==> config.mk <==
export PLATFORM = sky130hd
export DESIGN_NAME = frame_hdr_insert
export DESIGN_NICKNAME = d
export VERILOG_FILES = /design/src/rtl/frame_pkg.sv /design/src/rtl/sample_fifo.sv /design/src/rtl/frame_hdr_insert.sv
export SDC_FILE = /design/constraint.sdc
export NUM_CORES = 1
export LEC_CHECK = 0
export CAP_MARGIN = 40
export CORE_MARGIN = 2
export CORE_UTILIZATION = 27
export CTS_CLUSTER_SIZE = 8
export DETAILED_ROUTE_END_ITERATION = 10
export PLACE_DENSITY = 0.52
export RECOVER_POWER = 100
export SLEW_MARGIN = 20
export SYNTH_ARGS = -nofsm -noshare
export SYNTH_HDL_FRONTEND = slang
export SYNTH_SLANG_ARGS = --single-unit
==> constraint.sdc <==
create_clock -name clk -period 15.15 [get_ports clk]
set_input_delay 1.515 -clock clk [delete_from_list [all_inputs] [get_ports clk]]
set_output_delay 1.515 -clock clk [all_outputs]
set_load 0.005 [all_outputs]
==> src/rtl/frame_pkg.sv <==
// Shared constants and FSM state encoding for the frame header inserter.
package frame_pkg;

    localparam logic [31:0] SYNC_WORD = 32'hA5A5_5A5A;
    localparam int          HDR_LEN   = 3;

    // The last header state's code equals the header length, so HDR2 closes the header.
    typedef enum logic [1:0] {
        ST_STREAM = 2'd0,
        ST_HDR0   = 2'd1,
        ST_HDR1   = 2'd2,
        ST_HDR2   = 2'(HDR_LEN)
    } hdr_state_e;

    function automatic logic [31:0] count_step(input logic [31:0] cnt, input logic inc);
        return cnt + {31'd0, inc};
    endfunction

endpackage

==> src/rtl/sample_fifo.sv <==
// Single-clock FIFO with registered read data (one-cycle read latency).
module sample_fifo #(
    parameter int DW = 32,
    parameter int AW = 3
) (
    input  logic          clk,
    input  logic          rst,
    input  logic          wr_en,
    input  logic [DW-1:0] wr_data,
    input  logic          rd_en,
    output logic [DW-1:0] rd_data,
    output logic          full,
    output logic          empty
);

    logic [DW-1:0] mem_r [0:(1<<AW)-1];
    logic [AW:0]   wr_ptr_r;
    logic [AW:0]   rd_ptr_r;
    logic [DW-1:0] rd_data_r;

    // Pointers carry one extra wrap bit to tell full from empty.
    always_comb begin
        empty = (wr_ptr_r == rd_ptr_r);
        full  = (wr_ptr_r[AW] != rd_ptr_r[AW]) &&
                (wr_ptr_r[AW-1:0] == rd_ptr_r[AW-1:0]);
    end

    // Storage array; contents are don't-care until written.
    always_ff @(posedge clk) begin
        if (wr_en) begin
            mem_r[wr_ptr_r[AW-1:0]] <= wr_data;
        end
    end

    // Pointer and read-data registers.
    always_ff @(posedge clk or posedge rst) begin
        if (rst) begin
            wr_ptr_r  <= '0;
            rd_ptr_r  <= '0;
            rd_data_r <= '0;
        end else begin
            if (wr_en) begin
                wr_ptr_r <= wr_ptr_r + (AW+1)'(1);
            end
            if (rd_en) begin
                rd_ptr_r  <= rd_ptr_r + (AW+1)'(1);
                rd_data_r <= mem_r[rd_ptr_r[AW-1:0]];
            end
        end
    end

    assign rd_data = rd_data_r;

endmodule

==> src/rtl/frame_hdr_insert.sv <==
// Splits the sample stream into frames, inserting a 3-word header on each
// frame-marker rising edge while incoming samples wait in a small FIFO.
module frame_hdr_insert
    import frame_pkg::*;
#(
    parameter int DW      = 32,
    parameter int FIFO_AW = 3
) (
    input  logic          clk,
    input  logic          rst,
    input  logic          ms_in,
    input  logic [DW-1:0] din,
    input  logic          din_valid,
    output logic [DW-1:0] dout,
    output logic          dout_valid,
    output logic          dout_sof,
    output logic [31:0]   frame_num,
    output logic          overflow
);

    hdr_state_e    state_r, state_nxt_s;
    logic          ms_q_r;
    logic          edge_s;
    logic [31:0]   cnt_r, snap_r, pend_snap_r, frame_num_r;
    logic          pend_r, overflow_r;
    logic          rd_en_s, wr_en_s, take_pend_s, snap_start_s;
    logic          fifo_full_s, fifo_empty_s;
    logic [DW-1:0] fifo_q_s;
    logic [DW-1:0] hdr_word_s, hdr_word_r;
    logic          hdr_sel_r, dout_valid_r, dout_sof_r;

    assign edge_s = ms_in & ~ms_q_r;

    // A full FIFO still accepts a write when a read frees a slot in the same cycle.
    assign wr_en_s = din_valid & (~fifo_full_s | rd_en_s);

    sample_fifo #(.DW(DW), .AW(FIFO_AW)) u_fifo (
        .clk     (clk),
        .rst     (rst),
        .wr_en   (wr_en_s),
        .wr_data (din),
        .rd_en   (rd_en_s),
        .rd_data (fifo_q_s),
        .full    (fifo_full_s),
        .empty   (fifo_empty_s)
    );

    // Next-state, FIFO pop and header word selection.
    always_comb begin
        state_nxt_s  = state_r;
        rd_en_s      = 1'b0;
        take_pend_s  = 1'b0;
        snap_start_s = 1'b0;
        hdr_word_s   = '0;
        case (state_r)
            ST_STREAM: begin
                if (pend_r) begin
                    state_nxt_s = ST_HDR0;
                    take_pend_s = 1'b1;
                end else begin
                    rd_en_s = ~fifo_empty_s;
                    if (edge_s) begin
                        state_nxt_s  = ST_HDR0;
                        snap_start_s = 1'b1;
                    end else begin
                        state_nxt_s = ST_STREAM;
                    end
                end
            end
            ST_HDR0: begin
                state_nxt_s = ST_HDR1;
                hdr_word_s  = DW'(SYNC_WORD);
            end
            ST_HDR1: begin
                state_nxt_s = ST_HDR2;
                hdr_word_s  = DW'(frame_num_r);
            end
            ST_HDR2: begin
                state_nxt_s = ST_STREAM;
                hdr_word_s  = DW'(snap_r);
            end
            default: begin
                state_nxt_s = ST_STREAM;
            end
        endcase
    end

    // State register and marker delay.
    always_ff @(posedge clk or posedge rst) begin
        if (rst) begin
            state_r <= ST_STREAM;
            ms_q_r  <= 1'b0;
        end else begin
            state_r <= state_nxt_s;
            ms_q_r  <= ms_in;
        end
    end

    // Sample counter, frame snapshots and the single pending-marker slot.
    always_ff @(posedge clk or posedge rst) begin
        if (rst) begin
            cnt_r       <= 32'd0;
            snap_r      <= 32'd0;
            pend_snap_r <= 32'd0;
            pend_r      <= 1'b0;
        end else begin
            if (edge_s) begin
                cnt_r <= 32'd0;
            end else begin
                cnt_r <= count_step(cnt_r, din_valid);
            end
            if (snap_start_s) begin
                snap_r <= count_step(cnt_r, din_valid);
            end else if (take_pend_s) begin
                snap_r <= pend_snap_r;
            end
            // A sample on the edge cycle still belongs to the closing frame.
            if (take_pend_s) begin
                pend_r <= 1'b0;
            end else if (edge_s && (state_r != ST_STREAM) && !pend_r) begin
                pend_r      <= 1'b1;
                pend_snap_r <= count_step(cnt_r, din_valid);
            end
        end
    end

    // Frame number advances once the HDR2 word has been issued; overflow is sticky.
    always_ff @(posedge clk or posedge rst) begin
        if (rst) begin
            frame_num_r <= 32'd0;
            overflow_r  <= 1'b0;
        end else begin
            if (state_r == ST_HDR2) begin
                frame_num_r <= frame_num_r + 32'd1;
            end
            if (din_valid && fifo_full_s && !rd_en_s) begin
                overflow_r <= 1'b1;
            end
        end
    end

    // Output qualifiers and header word, aligned with the FIFO read-data register.
    always_ff @(posedge clk or posedge rst) begin
        if (rst) begin
            hdr_sel_r    <= 1'b0;
            hdr_word_r   <= '0;
            dout_valid_r <= 1'b0;
            dout_sof_r   <= 1'b0;
        end else begin
            hdr_sel_r    <= (state_r != ST_STREAM);
            hdr_word_r   <= hdr_word_s;
            dout_valid_r <= (state_r != ST_STREAM) | rd_en_s;
            dout_sof_r   <= (state_r == ST_HDR0);
        end
    end

    // Output mux between registered header word and registered FIFO data.
    always_comb begin
        dout = fifo_q_s;
        if (hdr_sel_r) begin
            dout = hdr_word_r;
        end else begin
            dout = fifo_q_s;
        end
    end

    assign dout_valid = dout_valid_r;
    assign dout_sof   = dout_sof_r;
    assign frame_num  = frame_num_r;
    assign overflow   = overflow_r;

endmodule

==> impl_results.md <==
* Sw Ratio at a little under a third
* Worst Setup Start Kind: input pin
* Simple-gate share of the synthesized area at under 10%
* Area of the mapped netlist at 18500 sq um
* FF+latch area at about 13000 sq um
* Synth area leader: edfxtp_1
* Syn Nets at approximately 1200
* Crit path time final at 7.27 ns
* Fill cell count at about 6500
* Largest family of logic cells by synthesized area: multiplexers
* Critical-path maximum fanout at 93
* Post-DP HPWL at between 20000 and 30000 um
* Max-slew violations at roughly 700
* CTS tree: yes
* Proportion of synthesized area in mux cells at about an eighth
* Number of top-level pins at about 100
* Net Sw Power at about 1.4 mW
* Die H at 266 um
* CTS clk-pin slew, worst paths at 0.05 ns
* Hold_buf cts at 0
* Antenna violations before repair at 13
* Combinational group share of total power at roughly 27%
* Gr ovfl total at 0
* Slowest stage delay, CP at approximately 2.4 ns
* Largest net degree at the start of global routing at 94
* Total track usage at 13.3%
* Final wirelength at 46300 um
* Req. time, crit path at ~15 ns
* Setup CP Type: input pin to asynchronous set/reset pin
* Status: complete, but fails checks
* Total of max-cap violations at 17
* Placed Area at ~21000 sq um
* RSZ-0062 raised after global routing: false
* Starting Density at a little over a quarter
* Fin Clk Skew at around 0.018 ns
* Layout cells sized above 1 at 13.3%
* Synth warnings at 0
* Syn_area_per_cell at 15.4 sq um
* Post-CTS sizing at 0
* Cell count after synthesis at around 1200
* Xor/xnor cell area share of the yosys netlist at under 10%
* Most numerous cell on the critical path: clkbuf_1
* CTS Sinks at between 400 and 500
* Peak VDD IR at between 0.08 and 0.09 mV
* Routed Antenna Nets at 0
* Slowest cell on crit path: clkinvlp_2
* Clk network pwr share at between 30% and 40%
* Pwr Density at between 150 and 200 nW/um^2
* Top cell family by delay on the critical path: buffers and inverters
* 1st-iter DRT viols at around 900
* Worst setup margin at 7.88 ns
* First-pass GRT wire length at between 70000 and 80000 um
* Seq/Total Area, Yosys at a little over two thirds
* Setup_tns at 0 ns
* Seq pwr share at 42.6%
* Clock Path Buffers at 3
* Adder-cell share of the synthesized area at less than 1%
* Layout Nets at 1377
* Number of flops mapped to enable cells by yosys at 256
* WL/cell at 20.8 um
* Netlist cell types at between 40 and 50
* Top post-synthesis cells by area: edfxtp_1 42%, dfrtp_1 28%, mux4_2 7.8%
* Total number of vias at ~11000
* Vias in the first global route at ~11000
* Pleak at 8.28 nW
* Int Pwr at around 3.0 mW
* Max Freq at ~140 MHz
* Row cnt at between 90 and 100
* Worst-Skew Late Latency at between 0.5 and 0.6 ns
* # DRC at 0
* Endpoints failing setup at 0
* Complex-gate fraction of the synthesized area at about 5.8%
* I/O Buffers at between 100 and 150
* Vias per cell at about 4.8
* Die Span X at 266 um
* DRT Pass-1 Iters at 7
* Arrival time worst endpoint at between 7 and 8 ns
* Ys async rst share at around 45%
* Crit share post-route at a little under half
* Worst slew pin tran at roughly 4.2 ns
* Crit-path cells: dlygate4sd3_1 -> clkinvlp_2 -> clkbuf_1 -> clkbuf_1
* Seq cells post-synth at roughly 460
* Inserted Clock Buffers at 67
* Synth Flop Type: edfxtp_1
* Worst hold path class: register to register
* Synth top area share at 41.6%
* Core Region at a little under 70000 sq um
* Crit path capture type: asynchronous set/reset pin
* Failing checks: capacitance limit, slew limit
* Die area at 70500 sq um
* Area occupied by multi-input gates at 5310 sq um
* Slew headroom at -182%
* Root Driver: clkbuf_16
* Layout area overhead at 20.9%
* Post-route cell area at around 22000 sq um
* Setup Fix Bufs, Post-CTS at 0
* RePlAce Congestion at 0.804
* Hold WS at around 0.46 ns
* Worst slack, placed at 11.12 ns
* WP buf/inv at 4
* Endpoints failing hold at 0
* H-tree depth at 3
[cell usage in the layout, fill, tap and decap left out, types with 7 or more instances in the layout]
cell type | Yosys | final
inv_1 | 12 | 11
nor3_1 | 11 | 9
dlygate4sd3_1 | 0 | 83
edfxtp_1 | 256 | 256
nand3_1 | 30 | 30
clkbuf_16 | 0 | 67
o21ai_0 | 65 | 66
a21oi_1 | 70 | 69
nand2_1 | 58 | 58
nand4_1 | 17 | 17
a22o_1 | 16 | 16
mux2_1 | 0 | 18
or3_1 | 19 | 19
a22oi_1 | 16 | 16
mux2_2 | 37 | 19
and3_1 | 11 | 11
clkbuf_1 | 35 | 34
a32oi_1 | 7 | 7
and4_1 | 7 | 7
xor2_1 | 25 | 25
dfrtp_1 | 208 | 206
nor2_1 | 85 | 83
mux2i_1 | 32 | 32
mux4_2 | 64 | 64
clkdlybuf4s50_1 | 0 | 19
ha_1 | 10 | 10
xnor2_1 | 46 | 46
[registers in the layout, indices dropped and copies added (netlist names)]
register         count
state_r              2
hdr_sel_r            1
pend_snap_r         32
dout_valid           1
dout_sof             1
u_fifo.rd_ptr_r      4
u_fifo.wr_ptr_r      4
hdr_word_r          32
ms_q_r               1
pend_r               1
cnt_r               32
u_fifo.rd_data      32
overflow             1
frame_num           32
u_fifo.mem_r       256
snap_r              32
[routing by layer]
layer	GRT usage [%]	vias to the layer above	routed length (um)
met4	3.23	14	762
met2	20.3	282	21100
met5	0	-	97
met3	4.08	82	3100
li1	-	4756	-
met1	18.4	5492	21200
[power groups by stage]
stage	clock, mW	combinational [mW]	sequential, mW
floorplan	0	0.824	1.75
global placement	0	1.21	1.86
detailed placement	0	1.24	1.87
CTS	1.36	1.25	1.85
global route	1.41	1.31	1.89
finish	1.31	1.19	1.86
[synthesized netlist by cell type, types with 11 or more instances]
cell type	n
inv_1	12
a22oi_1	16
dfrtp_1	208
mux4_2	64
mux2i_1	32
edfxtp_1	256
o21ai_0	65
nor3_1	11
clkbuf_1	35
nor2_1	85
nand2_1	58
or3_1	19
and3_1	11
nand3_1	30
nand4_1	17
a22o_1	16
xnor2_1	46
a21oi_1	70
mux2_2	37
xor2_1	25
buf_2	14
[path summary, 6_finish.rpt]
path	start	endpoint	slack (ns)	cells past startpoint
min in group asynchronous	rst	state_r[1]	2.69	2
setup / recovery	rst	u_fifo.rd_ptr_r[1]	7.88	4
max in group clk	ms_in	pend_snap_r[0]	8.98	7
hold / removal	overflow	overflow	0.46	1
setup reg to reg	u_fifo.rd_ptr_r[0]	u_fifo.mem_r[7][17]	9.37	5
hold reg to reg	overflow	overflow	0.46	1
[kinds of logic after synthesis]
kind of cell / Yosys count
fa+ha+maj: 10
flops: 464
compound gates: 183
mux: 133
buf+inv: 76
simple gates: 260
xor+xnor: 71
[cell type report]
cell class,count,area share (%)
flip-flops and latches,464,57.7
multi-input cells,657,23.8
clock buffers,82,7.76
repair buffers,129,5.32
well taps,873,4.89
clock inverters,5,0.314
inverters,12,0.207
diodes,1,0.0112
[through the flow]
step	total power, mW	util (%)	std cells
4_1_cts	4.46	33.3	2221
2_1_floorplan	2.58	-	1197
6_report	4.36	33.1	2223
3_5_place_dp	3.11	30.7	2134
3_3_place_gp	3.07	30.5	2128
5_1_grt	4.61	33.1	2222
Note: power is estimated with default switching activity, not from simulation.
